<file path="config.mk">
export PLATFORM = sky130hd
export DESIGN_NAME = fetch_stage
export DESIGN_NICKNAME = d
export VERILOG_FILES = /design/src/rtl/fetch_pkg.sv /design/src/rtl/fetch_buffer.sv /design/src/rtl/fetch_stage.sv
export SDC_FILE = /design/constraint.sdc
export NUM_CORES = 1
export LEC_CHECK = 0
export CORE_MARGIN = 2
export CORE_UTILIZATION = 57
export CTS_CLUSTER_DIAMETER = 100
export CTS_CLUSTER_SIZE = 24
export DETAILED_ROUTE_END_ITERATION = 8
export HOLD_SLACK_MARGIN = 0.1
export MAX_ROUTING_LAYER = met4
export PLACE_DENSITY = 0.93
export REMOVE_ABC_BUFFERS = 1
export SKIP_CTS_REPAIR_TIMING = 1
export SLEW_MARGIN = 20
export SYNTH_ARGS = -nofsm -noshare
export SYNTH_HDL_FRONTEND = slang
export SYNTH_HIERARCHICAL = 1
export SYNTH_SLANG_ARGS = --single-unit
</file>
<file path="constraint.sdc">
create_clock -name clk -period 7.5 [get_ports clk]
set_input_delay 1.125 -clock clk [delete_from_list [all_inputs] [get_ports clk]]
set_output_delay 1.125 -clock clk [all_outputs]
set_load 0.01 [all_outputs]
</file>
<file path="src/rtl/fetch_pkg.sv">
// Shared constants and types for the instruction-fetch stage.
package fetch_pkg;

  localparam logic [15:0] NOP_INSTR   = 16'h0800;
  localparam logic [4:0]  HALT_OPCODE = 5'b00000;
  localparam logic [15:0] PC_INC      = 16'd2;
  localparam int unsigned ENTRY_W     = 32;

  typedef enum logic {
    RUN    = 1'b0,
    HALTED = 1'b1
  } fetchState_t;

  typedef struct packed {
    logic [15:0] instr;
    logic [15:0] nextPc;
  } fetchEntry_t;

endpackage

</file>
<file path="src/rtl/fetch_buffer.sv">
// Two-entry FIFO holding fetched {instr, nextPc} pairs ahead of IF/ID.
module fetch_buffer
  import fetch_pkg::*;
(
  input  logic               clk,
  input  logic               rstN,
  input  logic               push,
  input  logic [ENTRY_W-1:0] pushData,
  input  logic               pop,
  input  logic               flush,
  output logic [ENTRY_W-1:0] headData,
  output logic [1:0]         count
);

  logic [ENTRY_W-1:0] mem [2];
  logic               wrPtr;
  logic               rdPtr;
  logic               doPush;
  logic               doPop;

  assign doPop    = pop && (count != 2'd0);
  // A push into a full buffer is only taken when the head leaves in the same cycle.
  assign doPush   = push && ((count != 2'd2) || doPop);
  assign headData = mem[rdPtr];

  always_ff @(posedge clk or negedge rstN) begin
    if (!rstN) begin
      mem[0] <= '0;
      mem[1] <= '0;
      wrPtr  <= 1'b0;
      rdPtr  <= 1'b0;
      count  <= '0;
    end else if (flush) begin
      wrPtr  <= 1'b0;
      rdPtr  <= 1'b0;
      count  <= '0;
    end else begin
      if (doPush) begin
        mem[wrPtr] <= pushData;
        wrPtr      <= !wrPtr;
      end
      if (doPop) begin
        rdPtr <= !rdPtr;
      end
      count <= count + 2'(doPush) - 2'(doPop);
    end
  end

endmodule

</file>
<file path="src/rtl/fetch_stage.sv">
// Instruction-fetch stage: PC, credit-limited imem requests, 2-entry return
// buffer, redirect/squash handling and HALT detection.
module fetch_stage
  import fetch_pkg::*;
#(
  parameter logic [15:0] RESET_PC  = 16'h0000,
  parameter logic [15:0] NOP_INSTR = fetch_pkg::NOP_INSTR
) (
  input  logic        clk,
  input  logic        rst,
  output logic        imem_req,
  output logic [15:0] imem_addr,
  input  logic        imem_ready,
  input  logic        imem_rvalid,
  input  logic [15:0] imem_rdata,
  input  logic        redirect,
  input  logic [15:0] redirect_pc,
  output logic        out_valid,
  input  logic        out_ready,
  output logic [15:0] out_instr,
  output logic [15:0] out_next_pc,
  output logic        halted
);

  fetchState_t state;
  fetchState_t stateNext;
  fetchEntry_t head;
  logic [15:0] pc;
  logic [15:0] respNextPc;
  logic        outstanding;
  logic        squash;
  logic [1:0]  bufCount;
  logic        pop;
  logic        respValid;
  logic        respKeep;
  logic        respHalt;
  logic        push;
  logic        accept;
  logic        creditOk;

  assign out_valid   = (bufCount != 2'd0);
  assign pop         = out_valid && out_ready;
  assign respValid   = imem_rvalid && outstanding;
  assign respKeep    = respValid && !squash;
  assign respHalt    = respKeep && (imem_rdata[15:11] == HALT_OPCODE);
  assign push        = respKeep && !redirect;
  assign accept      = imem_req && imem_ready;
  assign creditOk    = (3'(bufCount) + 3'(outstanding) - 3'(pop)) < 3'd2;
  assign imem_addr   = pc;
  assign out_instr   = out_valid ? head.instr : NOP_INSTR;
  assign out_next_pc = head.nextPc;

  fetch_buffer uBuffer (
    .clk      (clk),
    .rstN     (rst),
    .push     (push),
    .pushData ({imem_rdata, respNextPc}),
    .pop      (pop),
    .flush    (redirect),
    .headData (head),
    .count    (bufCount)
  );

  always_ff @(posedge clk or negedge rst) begin
    if (!rst) begin
      state <= RUN;
    end else begin
      state <= stateNext;
    end
  end

  always_comb begin
    stateNext = state;
    if (redirect) begin
      stateNext = RUN;
    end else if (respHalt) begin
      stateNext = HALTED;
    end
  end

  // A new request may go out in the cycle the previous response returns.
  always_comb begin
    halted   = (state == HALTED);
    imem_req = 1'b0;
    if (rst && (state == RUN) && !redirect && !respHalt &&
        (!outstanding || respValid) && creditOk) begin
      imem_req = 1'b1;
    end
  end

  // Redirect blocks issue, so only an already-outstanding request needs squashing;
  // a response arriving in the redirect cycle itself is simply not pushed.
  always_ff @(posedge clk or negedge rst) begin
    if (!rst) begin
      pc          <= RESET_PC;
      respNextPc  <= '0;
      outstanding <= 1'b0;
      squash      <= 1'b0;
    end else begin
      if (redirect) begin
        pc <= redirect_pc;
      end else if (accept) begin
        pc <= pc + PC_INC;
      end

      if (accept) begin
        outstanding <= 1'b1;
        respNextPc  <= pc + PC_INC;
      end else if (respValid) begin
        outstanding <= 1'b0;
      end

      if (redirect) begin
        squash <= outstanding && !imem_rvalid;
      end else if (respValid) begin
        squash <= 1'b0;
      end
    end
  end

endmodule

</file>
==> results of run 1 <==
==> kinds of logic after synthesis <==
logic type                 synth area share, %
buffers and inverters                     3.17
muxes                                     24.8
xor gates and xnor gates                  2.52
DFF                                       49.8
and+or+nand+nor                           10.4
AOI/OAI and AO/OA                         7.98
adders and majority gates                 1.35
==> layout make-up <==
type	count	area (um2)	area share (%)
Multi-Input combinational cell	267	2440	39.0
Clock buffer	10	128	2.04
Sequential cell	103	2580	41.2
Inverter	7	26.3	0.419
Timing Repair Buffer	90	893	14.3
Tap cell	108	135	2.16
Clock inverter	5	60.1	0.959
==> synth_stat cells (5+ instances only) <==
master    count
a31oi_1       9
buf_2         7
buf_6         5
clkbuf_1      8
dfrtp_1     103
inv_1         7
mux2_1        6
mux2_2       67
mux2_4       30
nand2_1      12
nand3_1       7
nor2_1       14
nor2b_1      18
o211ai_1     12
o21ai_0       6
o21ai_1       7
o31ai_1       6
or4_1         6
xnor2_1      10
==> registers in the layout, indices dropped and copies added, names as in the netlist <==
signal / count
squash: 1
uBuffer/rdPtr: 1
imem_addr: 16
respNextPc: 16
uBuffer/count: 2
halted: 1
outstanding: 1
uBuffer/mem: 64
uBuffer/wrPtr: 1
==> stage by stage <==
stage | hold WS [ns] | total power, uW | setup slack, ns | util, %
3_5_place_dp | 0.490 | 1120 | 2.65 | 69.3
2_1_floorplan | 0.468 | 939 | 3.72 | -
4_1_cts | 0.511 | 1470 | 2.65 | 71.4
3_3_place_gp | 0.483 | 1100 | 2.75 | 69.3
6_report | 0.508 | 1450 | 2.66 | 71.5
5_1_grt | 0.526 | 1530 | 2.50 | 71.5
==> worst max-delay path: cells and delay by family <==
| kind | cells | cell delay, ns |
|---|---|---|
| buffers and inverters | 2 | 1.00 |
| and+or+nand+nor | 5 | 0.82 |
| adders and majority gates | 2 | 0.76 |
==> worst paths after layout <==
kind	slack, ns	endpoint	startpoint
min	0.51	uBuffer/mem[35]$_DFFE_PN0P_	uBuffer/mem[35]$_DFFE_PN0P_
max in group asynchronous	5.59	imem_addr[5]$_DFFE_PN0P_	rst
max reg2reg	3.64	respNextPc[4]$_DFFE_PN0P_	uBuffer/count[1]$_DFF_PN0_
min in group asynchronous	0.73	uBuffer/mem[58]$_DFFE_PN0P_	rst
max	2.66	imem_req	out_ready
min reg2reg	0.51	uBuffer/mem[35]$_DFFE_PN0P_	uBuffer/mem[35]$_DFFE_PN0P_
==> metal layers <==
metal / track usage (%) / vias up / wire length [um]
met5: - / - / 0
met4: 6.32 / 0 / 135
met3: 4.92 / 13 / 473
met2: 39.8 / 109 / 5630
met1: 30.9 / 1805 / 4890
li1: - / 1616 / -
==> layout by cell type, fill, tap and decap left out, types with 7 or more instances in the layout <==
master	count
dfrtp_1	103
clkdlybuf4s50_1	87
mux2_2	67
mux2_4	30
nor2b_1	18
nor2_1	13
nand2_1	12
o211ai_1	12
xnor2_1	10
a31oi_1	9
clkbuf_8	9
inv_1	7
o21ai_1	7
==> power groups by stage <==
stage	logic [uW]	clock network (uW)	registers (uW)
floorplan	215	0	724
global placement	367	0	733
detailed placement	379	0	744
CTS	382	349	734
global route	409	368	750
finish	378	338	735
==> impl_metrics.ini, run 1 <==
[synth]
synth_flop_cell = dfrtp_1
ys_types = 59
synth_seq_cells = 103
ys_seq_area_share_pct = 49.8
async_flop_share_pct = 100
synth.avg_cell_area_um2 = 13.0
synth_edf_count = 0
yosysWarnings = 6
synth_top_area_share_pct = 49.8
yosysTopAreaCell = dfrtp_1
synth.area.top_cells = dfrtp_1 50%, mux2_2 15%, mux2_4 8.7%
synth_area_um2 = 5170
netlist_instances = 399

[detailed_routing]
drc = 0
detail_route.vias_per_cell = 6.01
wirelength_um = 11100
routedWlPerCell_um = 18.9
postRouteAntennaNets = 0
via_count = 3543
dr.pass1.iters = 4
drtIter0Drc = 242

[floorplan]
initial_core_util_pct = 59.0
pin_count = 89
dieWidth_um = 99.3
die_area_um2 = 9850
die_y_um = 99.3
rows = 34
core_um2 = 8760

[cts]
clk_latency_ns = 0.37
cts_root_buf = clkbuf_8
clock_sinks = 103
cts_max_path_buffers = 2
cts_tree = yes
cts_inserted_buffers = 9
h-tree-depth = 3
clk_pin_slew_ns = 0.09

[finish]
num-fill-cells = 602
final_cell_area_um2 = 6260
layout-drive-gt1-share_pct = 27.0
area_growth_pct = 21.1
final_nets = 521
antennaDiodeCount = 0
stdcell_count = 590

[worst_setup_path]
worst_r2r_path_depth = 9
crit_slowest_cell = clkdlybuf4s50_1
critical_path.max_stage_delay_ns = 0.55
start_kind = primary input
crit_chain = clkdlybuf4s50_1, nor2b_1, ha_1, nand2b_1, fa_1, and3b_1, nand3_1, nor2_1, clkdlybuf4s50_1
path_common_cell = clkdlybuf4s50_1
required_ns = 6.38
end_kind = output pin
crit_fanout = 3
path_class = in2out
crit_arrival_ns = 3.72

[run_status]
status = finished, final reports clean

[power_and_ir_drop]
pwr-share-seq_pct = 50.6
leakage_uw = 0.00268
pwr-share-comb_pct = 26.0
ir_drop_uv = 116
p_int_uw = 1050
swShare_pct = 27.4
clkPwrFrac_pct = 23.3
netSwitchingPower_uw = 398
power_density_nw_per_um2 = 232

[sta]
finClkSkew_ns = 0.00934
finalCritPeriodShare_pct = 64.6
fmax_mhz = 206
relSlewSlack_pct = 36.0
rsz0062_at_grt = false
min_period_ns = 4.84
setup_tns_ns = 0
final_hold_viol_count = 0
drv_slew = 0
setup_viol = 0
tightestPinTransition_ns = 0.960

[global_routing]
grt.overflow.total = 0
grt_start_max_net_pins = 61
grt_pass1_vias = 3649
track_usage_pct = 24.2
grt_pass1_wl_um = 18400
antenna_found_initial = 0

[min_path]
holdPathStages = 1
min_path_type = reg2reg

[placement]
placedInstanceArea_um2 = 6070
place_congestion = 0.850
io_buffers = 88
hpwl_um = 7370
dp_cells = 575

[job]
cap_viol_max_count = 0
(Power assumes the default switching activity.)
==> run 2, diff against run 1 <==
Settings changed: CORE_UTILIZATION 57 to 53, PLACE_DENSITY 0.93 to 0.88.
Clock period 7.5 ns to 5 ns, I/O delays scaled along.
==> run 2 against run 1 <==
Net effect:
- clock-buffer cell count increased by 1
- largest power group unchanged
- die area increased by 7.2%
- highest routed layer unchanged
- combinational power increased by 51%
- largest cell class unchanged
- non-clock buffer count increased by 3
- routed wire length increased by 1.0%
- setup slack got worse by 1.7 ns
- hold slack got worse by 0.19 ns
- clock skew increased by 0.00085 ns
- cell area increased by 1.0%
- first-iteration DRC count decreased by 35%
==> impl_metrics.ini, run 2 (synthesis results as in run 1) <==
[sta]
whs_ns = 0.323
finalCritPeriodShare_pct = 81.2
tightestPinTransition_ns = 1.04
drv_slew = 0
rsz0062_at_grt = false
setup_viol = 0
fmax_mhz = 246
min_period_ns = 4.06
setup_tns_ns = 0
relSlewSlack_pct = 30.5
final_hold_viol_count = 0
finClkSkew_ns = 0.0102

[cts]
h-tree-depth = 3
clock_sinks = 103
cts_max_path_buffers = 2
clk_latency_ns = 0.37
cts_tree = yes
cts_inserted_buffers = 9
cts_root_buf = clkbuf_8
clk_pin_slew_ns = 0.09

[run_status]
status = finished, final reports clean

[worst_setup_path]
crit_arrival_ns = 3.31
path_class = in2out
start_kind = primary input
crit_fanout = 3
required_ns = 4.25
end_kind = output pin

[detailed_routing]
detail_route.vias_per_cell = 5.67
via_count = 3507
routedWlPerCell_um = 18.2
dr.pass1.iters = 5
drtIter0Drc = 157
drc = 0
postRouteAntennaNets = 0
wirelength_um = 11200

[finish]
stdcell_count = 619
largest_register_ffs = 64
final_cell_area_um2 = 6330
final_nets = 524
layout_commonest_cell = dfrtp_1
area_growth_pct = 22.3
antennaDiodeCount = 0
layout-drive-gt1-share_pct = 27.4
top_register = uBuffer/mem
final_cell_mix = 103 x dfrtp_1, 87 x clkdlybuf4s50_1, 67 x mux2_2, 30 x mux2_4, 18 x nor2b_1

[floorplan]
dieWidth_um = 103
die_y_um = 103
rows = 36
initial_core_util_pct = 53.7
core_um2 = 9640
pin_count = 89
die_area_um2 = 10600

[job]
cap_viol_max_count = 0

[placement]
hpwl_um = 7630
placedInstanceArea_um2 = 6130
place_congestion = 0.855
dp_cells = 603
io_buffers = 88

[global_routing]
grt_pass1_vias = 3697
grt_start_max_net_pins = 68
antenna_found_initial = 0
track_usage_pct = 23.6
grt.overflow.total = 0
grt_pass1_wl_um = 18600

[power_and_ir_drop]
power_uw = 2200
power_density_nw_per_um2 = 347
leakage_uw = 0.00269
ir_drop_uv = 195

[min_path]
min_path_type = in2async
[run 2: metrics by stage]
step	util, %	worst slack, ns
finish	65.6	0.940
global route	65.6	0.766
global placement	63.5	1.01
CTS	65.6	0.930
floorplan	-	1.62
detailed placement	63.6	0.948
[run 2: worst paths after layout]
path	cells past startpoint	startpoint	endpoint	slack, ns
min in group clk	1	uBuffer/mem[43]$_DFFE_PN0P_	uBuffer/mem[43]$_DFFE_PN0P_	0.51
worst min-delay path	1	rst	uBuffer/mem[19]$_DFFE_PN0P_	0.32
worst max register to register	10	uBuffer/count[1]$_DFF_PN0_	respNextPc[4]$_DFFE_PN0P_	1.52
worst min register to register	1	uBuffer/mem[43]$_DFFE_PN0P_	uBuffer/mem[43]$_DFFE_PN0P_	0.51
max in group asynchronous	2	rst	imem_addr[11]$_DFFE_PN0P_	3.47
worst max-delay path	9	out_ready	imem_req	0.94
[run 2: final cells by class]
class | count | area [um2]
Clock inverter | 5 | 57.6
Multi-Input combinational cell | 267 | 2440
Clock buffer | 11 | 141
Sequential cell | 103 | 2580
Fill cell | 741 | 3310
Tap cell | 133 | 166
Inverter | 7 | 26.3
Timing Repair Buffer | 93 | 916
[run 2: report_power, final]
group          switching (uW)  total (uW)  internal (uW)
registers                 114        1100            991
logic                     210         569            359
clock network             278         522            244
[run 2: layer usage]
metal / routed length (um) / global-route usage (%) / vias up
met4: 121 / 6.28 / 0
li1: - / - / 1618
met5: 0 / - / -
met2: 5520 / 38.3 / 110
met3: 644 / 4.88 / 12
met1: 4960 / 30.5 / 1767
[run 2: worst max-delay path: stages]
cell	delay, ns
clkdlybuf4s50_1	0.44
nor2b_1	0.21
ha_1	0.27
nand2b_1	0.15
fa_1	0.48
and3b_1	0.26
nand3_1	0.10
nor2_1	0.11
clkdlybuf4s50_1	0.54
